## src/rtl/motion_search_engine_pkg.sv

```systemverilog
// Shared definitions for the full-search block-matching engine.
//   - state_t   : transaction FSM states (IDLE / SEARCH / DONE)
//   - clog2     : ceiling log2 usable in constant expressions
//   - width helpers and the derived widths for the default configuration
//     (BLOCK_WIDTH=4, SEARCH_RANGE=2, WORD_SIZE=8)
// Optional build macro used by the engine: MOTION_SEARCH_EARLY_EXIT_EN.
package motion_search_pkg;

    typedef enum logic [1:0] {
        IDLE   = 2'd0,
        SEARCH = 2'd1,
        DONE   = 2'd2
    } state_t;

    function automatic int clog2(input int value);
        int result;
        int remaining;
        result    = 0;
        remaining = value - 1;
        while (remaining > 0) begin
            result    = result + 1;
            remaining = remaining >> 1;
        end
        return result;
    endfunction

    function automatic int win_width(input int block_width, input int search_range);
        return block_width + 2 * search_range;
    endfunction

    // Worst-case SAE is BLOCK_WIDTH^2 * (2^WORD_SIZE - 1), which always fits here.
    function automatic int sae_width(input int block_width, input int word_size);
        return word_size + clog2(block_width * block_width);
    endfunction

    function automatic int mv_width(input int search_range);
        return clog2(search_range + 1) + 1;
    endfunction

    function automatic int num_cand(input int search_range);
        return (2 * search_range + 1) * (2 * search_range + 1);
    endfunction

    localparam int WIN_WIDTH = win_width(4, 2);
    localparam int SAE_W     = sae_width(4, 8);
    localparam int MV_W      = mv_width(2);
    localparam int N         = num_cand(2);

endpackage

```

## src/rtl/motion_search_engine_if.sv

```systemverilog
// Request/result bus of the motion search engine.
//   in_valid/in_ready   : request handshake carrying block_a and search_win
//   out_valid/out_ready : result handshake carrying mv_x, mv_y, min_sae
// Modports: master = requester/consumer side, slave = engine side.
interface motion_search_engine_if #(
    parameter int BLOCK_WIDTH  = 4,
    parameter int SEARCH_RANGE = 2,
    parameter int WORD_SIZE    = 8
);
    import motion_search_pkg::*;

    localparam int WIN_W    = win_width(BLOCK_WIDTH, SEARCH_RANGE);
    localparam int SAE_BITS = sae_width(BLOCK_WIDTH, WORD_SIZE);
    localparam int MV_BITS  = mv_width(SEARCH_RANGE);

    logic                                         in_valid;
    logic                                         in_ready;
    logic [BLOCK_WIDTH*BLOCK_WIDTH*WORD_SIZE-1:0] block_a;
    logic [WIN_W*WIN_W*WORD_SIZE-1:0]             search_win;
    logic                                         out_valid;
    logic                                         out_ready;
    logic signed [MV_BITS-1:0]                    mv_x;
    logic signed [MV_BITS-1:0]                    mv_y;
    logic [SAE_BITS-1:0]                          min_sae;

    modport master (
        output in_valid, block_a, search_win, out_ready,
        input  in_ready, out_valid, mv_x, mv_y, min_sae
    );

    modport slave (
        input  in_valid, block_a, search_win, out_ready,
        output in_ready, out_valid, mv_x, mv_y, min_sae
    );

endinterface

```

## src/rtl/motion_search_engine_sae_unit.sv

```systemverilog
// sae_unit: combinational sum of absolute differences over BLOCK_WIDTH^2
// pixel pairs.
//   block_a, block_b : packed pixel arrays, pixel i at [WORD_SIZE*i +: WORD_SIZE]
//   sae              : sum of |a_i - b_i|, SAE_W bits wide (cannot overflow)
module sae_unit
    import motion_search_pkg::*;
#(
    parameter int BLOCK_WIDTH = 4,
    parameter int WORD_SIZE   = 8,
    parameter int SAE_W       = sae_width(BLOCK_WIDTH, WORD_SIZE)
) (
    input  logic [BLOCK_WIDTH*BLOCK_WIDTH*WORD_SIZE-1:0] block_a,
    input  logic [BLOCK_WIDTH*BLOCK_WIDTH*WORD_SIZE-1:0] block_b,
    output logic [SAE_W-1:0]                             sae
);

    localparam int PIX = BLOCK_WIDTH * BLOCK_WIDTH;

    function automatic logic [WORD_SIZE-1:0] abs_diff(input logic [WORD_SIZE-1:0] x,
                                                      input logic [WORD_SIZE-1:0] y);
        return (x > y) ? (x - y) : (y - x);
    endfunction

    // Accumulate every pixel-pair difference; synthesis flattens this into an adder tree.
    always_comb begin
        sae = '0;
        for (int i = 0; i < PIX; i++) begin
            sae = sae + SAE_W'(abs_diff(block_a[i*WORD_SIZE +: WORD_SIZE],
                                        block_b[i*WORD_SIZE +: WORD_SIZE]));
        end
    end

endmodule

```

## src/rtl/motion_search_engine.sv

```systemverilog
// motion_search_engine: sequential full-search block matcher. One request
// (current block + search window) is accepted, every displacement in
// [-SEARCH_RANGE, +SEARCH_RANGE]^2 is scored one per clock through a single
// sae_unit, and the lowest SAE with its motion vector is returned.
//   clk, rst : clock and synchronous active-high reset
//   bus      : motion_search_engine_if.slave (request and result handshakes)
// Optional build macro: MOTION_SEARCH_EARLY_EXIT_EN -- finish as soon as a
// candidate scores SAE 0.
module motion_search_engine #(
    parameter int BLOCK_WIDTH  = 4,
    parameter int SEARCH_RANGE = 2,
    parameter int WORD_SIZE    = 8
) (
    input  logic                    clk,
    input  logic                    rst,
    motion_search_engine_if.slave   bus
);
    import motion_search_pkg::*;

    localparam int PIX      = BLOCK_WIDTH * BLOCK_WIDTH;
    localparam int WIN_W    = win_width(BLOCK_WIDTH, SEARCH_RANGE);
    localparam int SAE_BITS = sae_width(BLOCK_WIDTH, WORD_SIZE);
    localparam int MV_BITS  = mv_width(SEARCH_RANGE);
    localparam int NUM_CAND = num_cand(SEARCH_RANGE);
    localparam int IDX_W    = (NUM_CAND > 1) ? clog2(NUM_CAND) : 1;

    localparam logic signed [MV_BITS-1:0] MV_LO    = MV_BITS'(-SEARCH_RANGE);
    localparam logic signed [MV_BITS-1:0] MV_HI    = MV_BITS'(SEARCH_RANGE);
    localparam logic [IDX_W-1:0]          LAST_IDX = IDX_W'(NUM_CAND - 1);

    state_t                       state;
    state_t                       next_state;
    logic [PIX*WORD_SIZE-1:0]     blk_reg;
    logic [PIX*WORD_SIZE-1:0]     cand_blk;
    logic [WIN_W*WIN_W*WORD_SIZE-1:0] win_reg;
    logic [IDX_W-1:0]             cand_idx;
    logic signed [MV_BITS-1:0]    cur_dx;
    logic signed [MV_BITS-1:0]    cur_dy;
    logic signed [MV_BITS-1:0]    best_dx;
    logic signed [MV_BITS-1:0]    best_dy;
    logic signed [MV_BITS-1:0]    held_dx;
    logic signed [MV_BITS-1:0]    held_dy;
    logic [SAE_BITS-1:0]          cand_sae;
    logic [SAE_BITS-1:0]          best_sae;
    logic [SAE_BITS-1:0]          held_sae;
    logic                         better;
    logic                         last_cand;

    // Slice the candidate sub-block at window offset (dy+R, dx+R) out of the stored window.
    always_comb begin
        cand_blk = '0;
        for (int r = 0; r < BLOCK_WIDTH; r++) begin
            for (int c = 0; c < BLOCK_WIDTH; c++) begin
                cand_blk[(r*BLOCK_WIDTH + c)*WORD_SIZE +: WORD_SIZE] =
                    win_reg[((r + int'(cur_dy) + SEARCH_RANGE)*WIN_W
                             + c + int'(cur_dx) + SEARCH_RANGE)*WORD_SIZE +: WORD_SIZE];
            end
        end
    end

    sae_unit #(
        .BLOCK_WIDTH (BLOCK_WIDTH),
        .WORD_SIZE   (WORD_SIZE),
        .SAE_W       (SAE_BITS)
    ) u_sae (
        .block_a (blk_reg),
        .block_b (cand_blk),
        .sae     (cand_sae)
    );

    // Strict compare keeps the earliest candidate in raster order on ties.
    assign better    = cand_sae < best_sae;
    assign last_cand = cand_idx == LAST_IDX;

    // State register; reset aborts any transaction in flight.
    always_ff @(posedge clk) begin
        if (rst) begin
            state <= IDLE;
        end else begin
            state <= next_state;
        end
    end

    // Next-state and handshake outputs. in_ready and out_valid are decoded from
    // distinct states, so they can never be high together.
    always_comb begin
        next_state    = state;
        bus.in_ready  = 1'b0;
        bus.out_valid = 1'b0;
        case (state)
            IDLE: begin
                bus.in_ready = 1'b1;
                if (bus.in_valid) begin
                    next_state = SEARCH;
                end
            end
            SEARCH: begin
                if (last_cand) begin
                    next_state = DONE;
                end
`ifdef MOTION_SEARCH_EARLY_EXIT_EN
                if (cand_sae == '0) begin
                    next_state = DONE;
                end
`endif
            end
            DONE: begin
                bus.out_valid = 1'b1;
                if (bus.out_ready) begin
                    next_state = IDLE;
                end
            end
            default: begin
                next_state = IDLE;
            end
        endcase
    end

    // Datapath: capture the request, walk the candidates in raster order (dx inner),
    // track the best one, and latch it into the hold registers while in DONE so the
    // outputs keep the last result through IDLE and the next SEARCH.
    always_ff @(posedge clk) begin
        if (rst) begin
            blk_reg  <= '0;
            win_reg  <= '0;
            cand_idx <= '0;
            cur_dx   <= '0;
            cur_dy   <= '0;
            best_dx  <= '0;
            best_dy  <= '0;
            best_sae <= '0;
            held_dx  <= '0;
            held_dy  <= '0;
            held_sae <= '0;
        end else begin
            case (state)
                IDLE: begin
                    if (bus.in_valid) begin
                        blk_reg  <= bus.block_a;
                        win_reg  <= bus.search_win;
                        cand_idx <= '0;
                        cur_dx   <= MV_LO;
                        cur_dy   <= MV_LO;
                        best_sae <= '1;
                    end
                end
                SEARCH: begin
                    if (better) begin
                        best_sae <= cand_sae;
                        best_dx  <= cur_dx;
                        best_dy  <= cur_dy;
                    end
                    cand_idx <= cand_idx + 1'b1;
                    if (cur_dx == MV_HI) begin
                        cur_dx <= MV_LO;
                        cur_dy <= cur_dy + MV_BITS'(1);
                    end else begin
                        cur_dx <= cur_dx + MV_BITS'(1);
                    end
                end
                DONE: begin
                    held_dx  <= best_dx;
                    held_dy  <= best_dy;
                    held_sae <= best_sae;
                end
                default: begin
                end
            endcase
        end
    end

    assign bus.mv_x    = (state == DONE) ? best_dx  : held_dx;
    assign bus.mv_y    = (state == DONE) ? best_dy  : held_dy;
    assign bus.min_sae = (state == DONE) ? best_sae : held_sae;

endmodule

```

## src/flat_wrapper.sv

```systemverilog
// flat-port wrapper written by rule: the top's interface ports become plain ports
module motion_search_engine_flat import motion_search_pkg::*;
#(
    parameter int BLOCK_WIDTH  = 4,
    parameter int SEARCH_RANGE = 2,
    parameter int WORD_SIZE    = 8
)
  (clk, rst, bus_in_valid, bus_block_a, bus_search_win, bus_out_ready, bus_in_ready, bus_out_valid, bus_mv_x, bus_mv_y, bus_min_sae);
  motion_search_engine_if #(.BLOCK_WIDTH(BLOCK_WIDTH), .SEARCH_RANGE(SEARCH_RANGE), .WORD_SIZE(WORD_SIZE)) bus_i ();
  input  logic clk;
  input  logic rst;
  input wire logic [$bits(bus_i.in_valid)-1:0] bus_in_valid;
  input wire logic [$bits(bus_i.block_a)-1:0] bus_block_a;
  input wire logic [$bits(bus_i.search_win)-1:0] bus_search_win;
  input wire logic [$bits(bus_i.out_ready)-1:0] bus_out_ready;
  output wire logic [$bits(bus_i.in_ready)-1:0] bus_in_ready;
  output wire logic [$bits(bus_i.out_valid)-1:0] bus_out_valid;
  output wire logic [$bits(bus_i.mv_x)-1:0] bus_mv_x;
  output wire logic [$bits(bus_i.mv_y)-1:0] bus_mv_y;
  output wire logic [$bits(bus_i.min_sae)-1:0] bus_min_sae;
  assign bus_i.in_valid = bus_in_valid;
  assign bus_i.block_a = bus_block_a;
  assign bus_i.search_win = bus_search_win;
  assign bus_i.out_ready = bus_out_ready;
  assign bus_in_ready = bus_i.in_ready;
  assign bus_out_valid = bus_i.out_valid;
  assign bus_mv_x = bus_i.mv_x;
  assign bus_mv_y = bus_i.mv_y;
  assign bus_min_sae = bus_i.min_sae;
  motion_search_engine #(.BLOCK_WIDTH(BLOCK_WIDTH), .SEARCH_RANGE(SEARCH_RANGE), .WORD_SIZE(WORD_SIZE)) u_core (.clk(clk), .rst(rst), .bus(bus_i));
endmodule
```

## config.mk

```make
export PLATFORM = sky130hd
export DESIGN_NAME = motion_search_engine_flat
export DESIGN_NICKNAME = d
export VERILOG_FILES = /design/src/rtl/motion_search_engine_pkg.sv /design/src/rtl/motion_search_engine_if.sv /design/src/rtl/motion_search_engine_sae_unit.sv /design/src/rtl/motion_search_engine.sv /design/src/flat_wrapper.sv
export SDC_FILE = /design/constraint.sdc
export NUM_CORES = 2
export LEC_CHECK = 0
export CORE_ASPECT_RATIO = 0.8
export CORE_MARGIN = 3
export CORE_UTILIZATION = 30
export DETAILED_ROUTE_END_ITERATION = 8
export HOLD_SLACK_MARGIN = 0.03
export PLACE_DENSITY = 0.58
export SETUP_SLACK_MARGIN = 0.15
export SLEW_MARGIN = 20
export SYNTH_ARGS = -nofsm -noshare
export SYNTH_HDL_FRONTEND = slang
export SYNTH_SLANG_ARGS = --single-unit
```

## constraint.sdc

```tcl
create_clock -name clk -period 13.8 [get_ports clk]
set_clock_uncertainty 0.1 [all_clocks]
set_input_delay 2.76 -clock clk [delete_from_list [all_inputs] [get_ports clk]]
set_output_delay 2.76 -clock clk [all_outputs]
set_load 0.01 [all_outputs]
```

# Word level (Yosys, flattened, before mapping)
# Index checks and enable logic that the tools add are counted.
# Widths: inputs -> output; s select.
[word_totals] wordCells=197 reg_bits=689 output_inout_bits=20 inputBits=644
[op_classes] order_cmp=17 mux=35 add_sub_neg=100 reduce_logical=8 n_eq_ne=9 shifts=16
[ops] op="$shiftx 512x32->8" count=16
[ops] op="$add 29x3->29 const B" count=18
[ops] op="$add 29x3->29" count=10
[ops] op="$sub 8x8->8" count=32
[ops] op="$add 12x8->12" count=11
[ops] op="$gt 8x8->1" count=16
[ops] op="$mux 8" count=16
[ops] op="$add 8x3->9" count=5
[ops] op="$add 8x3->9 const B" count=4
[ops] op="$mux 12" count=3
[ops] op="$add 29x2->29 const B" count=1
[ops] op="$add 26x3->26 const B" count=1
[ops] op="$pmux 12 s2" count=1
[ops] op="$add 8x2->9 const B" count=2
[ops] op="$add 7x3->8 const B" count=2
[ops] op="$mux 3" count=5
[ops] op="$add 11x8->12" count=1
[ops] op="$lt 12x12->1" count=1
[ops] op="$pmux 3 s2" count=2
[ops] op="$add 10x8->11" count=1
[ops] op="$add 4x3->5 const B" count=2
[ops] op="$add 9x8->10" count=1
[ops] op="$pmux 5 s2" count=1
[ops] op="$add 8x8->9" count=1
[ops] op="other kinds (20)" count=32

# Logic depth before layout (Yosys ltp)
[depth] word_depth=25 depth_mapped=55 mapped_depth_nobuf=48

# Hierarchy
# From an unflattened synthesis, not the netlist that was laid out.
[unflattened] cells_unflattened=7287 hier_area_um2=61460.2
[by_module_without_submodules] module="motion_search_engine" cells_each=5668 n_inst=1 area_per_inst_um2=48474.0 seq_area_each_um2=13793.2
[by_module_without_submodules] module="sae_unit" cells_each=1619 n_inst=1 area_per_inst_um2=12986.2 seq_area_each_um2=0.0

# Worst setup path after synthesis
# No wires, ideal clock.
[synth_timing] path_kind="reg2reg" from="register u_core.cur_dx[1]" to="register u_core.best_dx[2]" path_stages_with_launch=46 period_less_slack_ns=12.251 arrival_time_ns=12.023 required_ns=13.572 setup_slack_ns=1.549 setup_time_ns=0.128 path_buffers=7 path_cell_list="dfxtp_1 buf_2 buf_2 inv_1 buf_2 clkbuf_1 ha_1 buf_2 buf_1 mux4_2 mux2_2 o21ai_0 o21ai_0 o21ai_0 nand2b_1 inv_1 ha_1 a21oi_1 (+10 left out) fa_1 inv_1 fa_1 inv_1 ha_1 a21o_1 a21oi_1 o21bai_1 a2111oi_0 o31ai_1 xor2_1 ha_1 a211oi_1 nand2_1 o31ai_1 clkbuf_1 mux2i_1 nor2_1"
[synth_between] elab_chain_cells=22 elab_cells_between_ends=129 cone_classes="add/sub (79); order compare (17); shift (16); mux (16); reduce/logical (1)"
[synth_rtl] item="from (decl)" line="motion_search_engine.sv:37" rtl="logic signed [MV_BITS-1:0] cur_dx;"
[synth_rtl] item="from (signal assigned)" line="motion_search_engine.sv:158" rtl="cur_dx <= cur_dx + MV_BITS'(1);"
[synth_rtl] item="$add 8x3->9 / $add 7x3->8 (equally long branches)" line="motion_search_engine.sv:56" rtl="+ c + int'(cur_dx) + SEARCH_RANGE)*WORD_SIZE +: WORD_SIZE];"
[synth_rtl] item="$add 29x3->29" line="motion_search_engine.sv:56"
[synth_rtl] item="$shiftx 512x32->8" line="motion_search_engine.sv:55" rtl="win_reg[((r + int'(cur_dy) + SEARCH_RANGE)*WIN_W"
[synth_rtl] item="$sub 8x8->8 / $gt 8x8->1 (equally long branches)" line="motion_search_engine_sae_unit.sv:21" rtl="return (x > y) ? (x - y) : (y - x);"
[synth_rtl] item="$mux 8" line="motion_search_engine_sae_unit.sv:21"
[synth_rtl] item="$add 8x8->9" line="motion_search_engine_sae_unit.sv:28" rtl="sae = sae + SAE_W'(abs_diff(block_a[i*WORD_SIZE +: WORD_SIZE],"
[synth_rtl] item="$add 9x8->10" line="motion_search_engine_sae_unit.sv:28"
[synth_rtl] item="$add 10x8->11" line="motion_search_engine_sae_unit.sv:28"
[synth_rtl] item="$add 11x8->12" line="motion_search_engine_sae_unit.sv:28"
[synth_rtl] item="$add 12x8->12 (10 in a row)" line="motion_search_engine_sae_unit.sv:28"
[synth_rtl] item="$add 12x8->12 (*)" line="motion_search_engine_sae_unit.sv:28"
[synth_rtl] item="$lt 12x12->1 (*)" line="motion_search_engine.sv:72" rtl="assign better = cand_sae < best_sae;"
[synth_rtl] item="$reduce_and 2->1 (no source line) (*)"
[synth_rtl] item="to (signal assigned)" line="motion_search_engine.sv:150" rtl="best_dx <= cur_dx;"
[synth_rtl] item="to (decl)" line="motion_search_engine.sv:39" rtl="logic signed [MV_BITS-1:0] best_dx;"
# Mark *: on every way between the ends. The rest lies on a longest branch, timed or not.
# A chain may end at the register's enable or synchronous reset.

# Worst setup path in the final report
[layout_timing] from="register u_core.cur_dx[2]" to="register u_core.best_dy[1]"
[layout_between] elab_chain_cells=22 elab_cells_between_ends=129 cone_classes="add/sub (79); order compare (17); shift (16); mux (16); reduce/logical (1)"
[layout_rtl] item="$add 8x3->9 / $add 7x3->8 (equally long branches)" line="motion_search_engine.sv:56"
[layout_rtl] item="$add 29x3->29" line="motion_search_engine.sv:56"
[layout_rtl] item="$shiftx 512x32->8" line="motion_search_engine.sv:55"
[layout_rtl] item="$sub 8x8->8 / $gt 8x8->1 (equally long branches)" line="motion_search_engine_sae_unit.sv:21"
[layout_rtl] item="$mux 8" line="motion_search_engine_sae_unit.sv:21"
[layout_rtl] item="$add 8x8->9" line="motion_search_engine_sae_unit.sv:28"
[layout_rtl] item="$add 9x8->10" line="motion_search_engine_sae_unit.sv:28"
[layout_rtl] item="$add 10x8->11" line="motion_search_engine_sae_unit.sv:28"
[layout_rtl] item="$add 11x8->12" line="motion_search_engine_sae_unit.sv:28"
[layout_rtl] item="$add 12x8->12 (10 in a row)" line="motion_search_engine_sae_unit.sv:28"
[layout_rtl] item="$add 12x8->12 (*)" line="motion_search_engine_sae_unit.sv:28"
[layout_rtl] item="$lt 12x12->1 (*)" line="motion_search_engine.sv:72"
[layout_rtl] item="$reduce_and 2->1 (no source line) (*)"
[layout_rtl] item="to (signal assigned)" line="motion_search_engine.sv:151" rtl="best_dy <= cur_dy;"
[layout_rtl] item="to (decl)" line="motion_search_engine.sv:40" rtl="logic signed [MV_BITS-1:0] best_dy;"
# Marks and branches as above.

==> out/results.ini <==
[status]
status = finished, final reports clean

[floorplan]
start_util_pct = 30.28
ios = 664
dieArea_sq_um = 220100
rows = 151
design.core.area_sq_um = 212500
die_w_um = 523.8
die_y_um = 420.2

[setup_path]
max_stage_delay_ns = 0.68
crit_family = adder cells
cp.required_ns = 14.28
cp-end-kind = register
critical-path-top-cell-by-count = fa_1
critPathMaxFanout = 31
arrival_ns = 13.49
startpoint_type = register
r2r_slack_ns = 0.80
cp_num_buf_inv = 7
slowest_stage = fa_1
criticalPathCategory = reg2reg

[drt]
drt_iter0_drc = 7786
wirelength_um = 323500
drc = 0
vias = 62450
detail_route.wl_per_cell_um = 29.73
drt_pass1_iterations = 6
viasPerCell = 5.740
drtAntennaViolNets = 0

[grt]
track_usage_pct = 28.47
overflow = 0
grt_pass1_wl_um = 447000
grt_antenna_before_repair = 30
grt_max_degree = 220
grt_pass1_vias = 58690

[timing]
finalSetupViolCount = 0
drv_slew = 0
finalCritPeriodShare_pct = 94.24
finalSetupTns_ns = 0
rsz0062_at_grt = no
slew-limit-headroom_pct = 23.69
setup_slack_ns = 0.7956
worst_pin_slew_ns = 1.145
period_minus_slack_ns = 13.00
hold_viol = 0
max_freq_mhz = 76.90

[yosys]
ys_warn_count = 0
yosys.area.top_type_share_pct = 22.12
synth_fp_nets = 8363
avgSynthCellArea_sq_um = 8.855
ys_seq_area_share_pct = 21.43
synth-seq-cells = 689
synth_area_leaders = mux4_2 (22%), dfxtp_1 (21%), nand2_1 (9.8%)
synthCells = 7267
synth_largest_area_cell = mux4_2
synth_async_sr_flop_share_pct = 0
yosysUniqueCellTypes = 79
synth_edf_count = 0
netlist_area_sq_um = 64350
synth_flop_cell = dfxtp_1

[placement]
io_buffers = 663
gp_congestion = 1.054
dp_slack_ns = 0.5002
dp_hpwl_um = 271600

[min_path]
min-delay-path-class = reg2reg

[clocking]
hold_buffers = 0
post_cts_buffers = 0
cts_sinks = 689
clock_path_buffers = 3
cts_made_buffers = 78
root_buffer = clkbuf_16
cts_resized = 0
worstSkewPairLatency_ns = 0.72
cts_tree = built
clk_pin_slew_ns = 0.06
htree_levels = 3

[cells_and_area]
syn2layout_area_growth_pct = 24.09
num-fill-cells = 21440
largest_reg_flops = 512
fin_nets = 9070
drive_gt1_share_pct = 18.54

[flow_run]
maxCapViolCount = 0

## placed cells by master (no fill, tap or decap), types with 29 or more instances in the layout
cell / synthesis / routed
o211ai_1: 109 / 109
ha_1: 308 / 305
nor2b_1: 89 / 89
buf_4: 22 / 477
o21ai_0: 273 / 273
mux2i_1: 397 / 396
nand4_1: 30 / 30
inv_1: 374 / 374
fa_1: 144 / 144
clkdlybuf4s50_1: 0 / 662
o211a_1: 29 / 29
a21oi_1: 877 / 877
xnor2_1: 119 / 97
clkbuf_16: 0 / 78
nand2b_1: 71 / 70
mux2_2: 131 / 131
nor2_1: 157 / 156
nand3_1: 53 / 53
nor3_1: 62 / 62
mux4_2: 632 / 632
a21o_1: 59 / 59
buf_12: 0 / 44
a211oi_1: 70 / 70
dfxtp_1: 689 / 685
nand2_1: 1685 / 1684
xor2_1: 71 / 61
## path summary, 6_finish.rpt
kind	startpoint	endpoint	cells past startpoint
max	u_core.cur_dx[2]$_SDFFE_PP0P_	u_core.best_dy[1]$_SDFFE_PP0P_	45
min	u_core.blk_reg[71]$_SDFFE_PP0P_	u_core.blk_reg[71]$_SDFFE_PP0P_	2
max reg2reg	u_core.cur_dx[2]$_SDFFE_PP0P_	u_core.best_dy[1]$_SDFFE_PP0P_	45
min reg2reg	u_core.blk_reg[71]$_SDFFE_PP0P_	u_core.blk_reg[71]$_SDFFE_PP0P_	2
## routing by layer
metal | GRT usage (%) | wire length (um)
met5 | 0 | 331
met4 | 10.65 | 14060
met3 | 6.585 | 32690
met2 | 41.95 | 136700
met1 | 40.28 | 139700
## worst reg2reg max path: cells and delay by family (launching register included)
kind                     cells  cell delay (ns)
adder cells (fa/ha/maj)     10             4.43
AND/OR/NAND/NOR              6             1.38
multiplexers                 2             0.45
buffers and inverters        7             1.14
flip-flops                   1             0.47
XOR/XNOR                     3             0.86
AO/OA/AOI/OAI               17             4.02
## metrics by stage
step,hold WS (ns),instances,util (%),area (sq um)
floorplan,0.3406,7267,-,64350
global placement,0.3567,10720,36.24,77040
detailed placement,0.3621,10720,36.24,77040
CTS,0.3710,10860,37.54,79780
global route,0.3896,10860,37.54,79800
finish,0.3715,10880,37.57,79850
## kinds of logic (layout without fill, tap and decap cells)
family / after synthesis / count (layout) / share of synthesized area, %
simple gates: 2214 / 2214 / 14.21
compound gates: 1623 / 1623 / 14.74
mux: 1160 / 1160 / 30.59
buf+inv: 936 / 1700 / 5.882
flops: 689 / 689 / 21.43
fa+ha+maj: 452 / 452 / 10.47
xor+xnor: 193 / 193 / 2.679
other cells: 0 / 20 / 0
## final cells by class
type                    count  area, sq um  share of cell area [%]
flip-flops and latches    689        13810                   17.29
repair buffers           1184        11100                   13.90
well taps                2830         3541                   4.434
clock buffers              88         2019                   2.529
inverters                 379         1423                   1.782
clock inverters            49        725.7                  0.9088
multi-input cells        5642        47180                   59.09
diodes                     20        50.05                 0.06268
## cells in the mapped netlist, drive strengths merged (59+ instances only)
cell type	number
mux2i	397
nand2	1685
nor2	159
a21oi	879
xnor2	121
dfxtp	689
xor2	72
a211oi	71
buf	187
mux2	131
nor2b	89
a21o	59
ha	308
clkbuf	370
o21ai	278
fa	144
nand2b	71
nor3	62
o211ai	109
inv	377
mux4	632
Power is left out: the tool's default activity adds up to more than one toggle a clock period on the data nets, which glitch-free logic cannot reach.
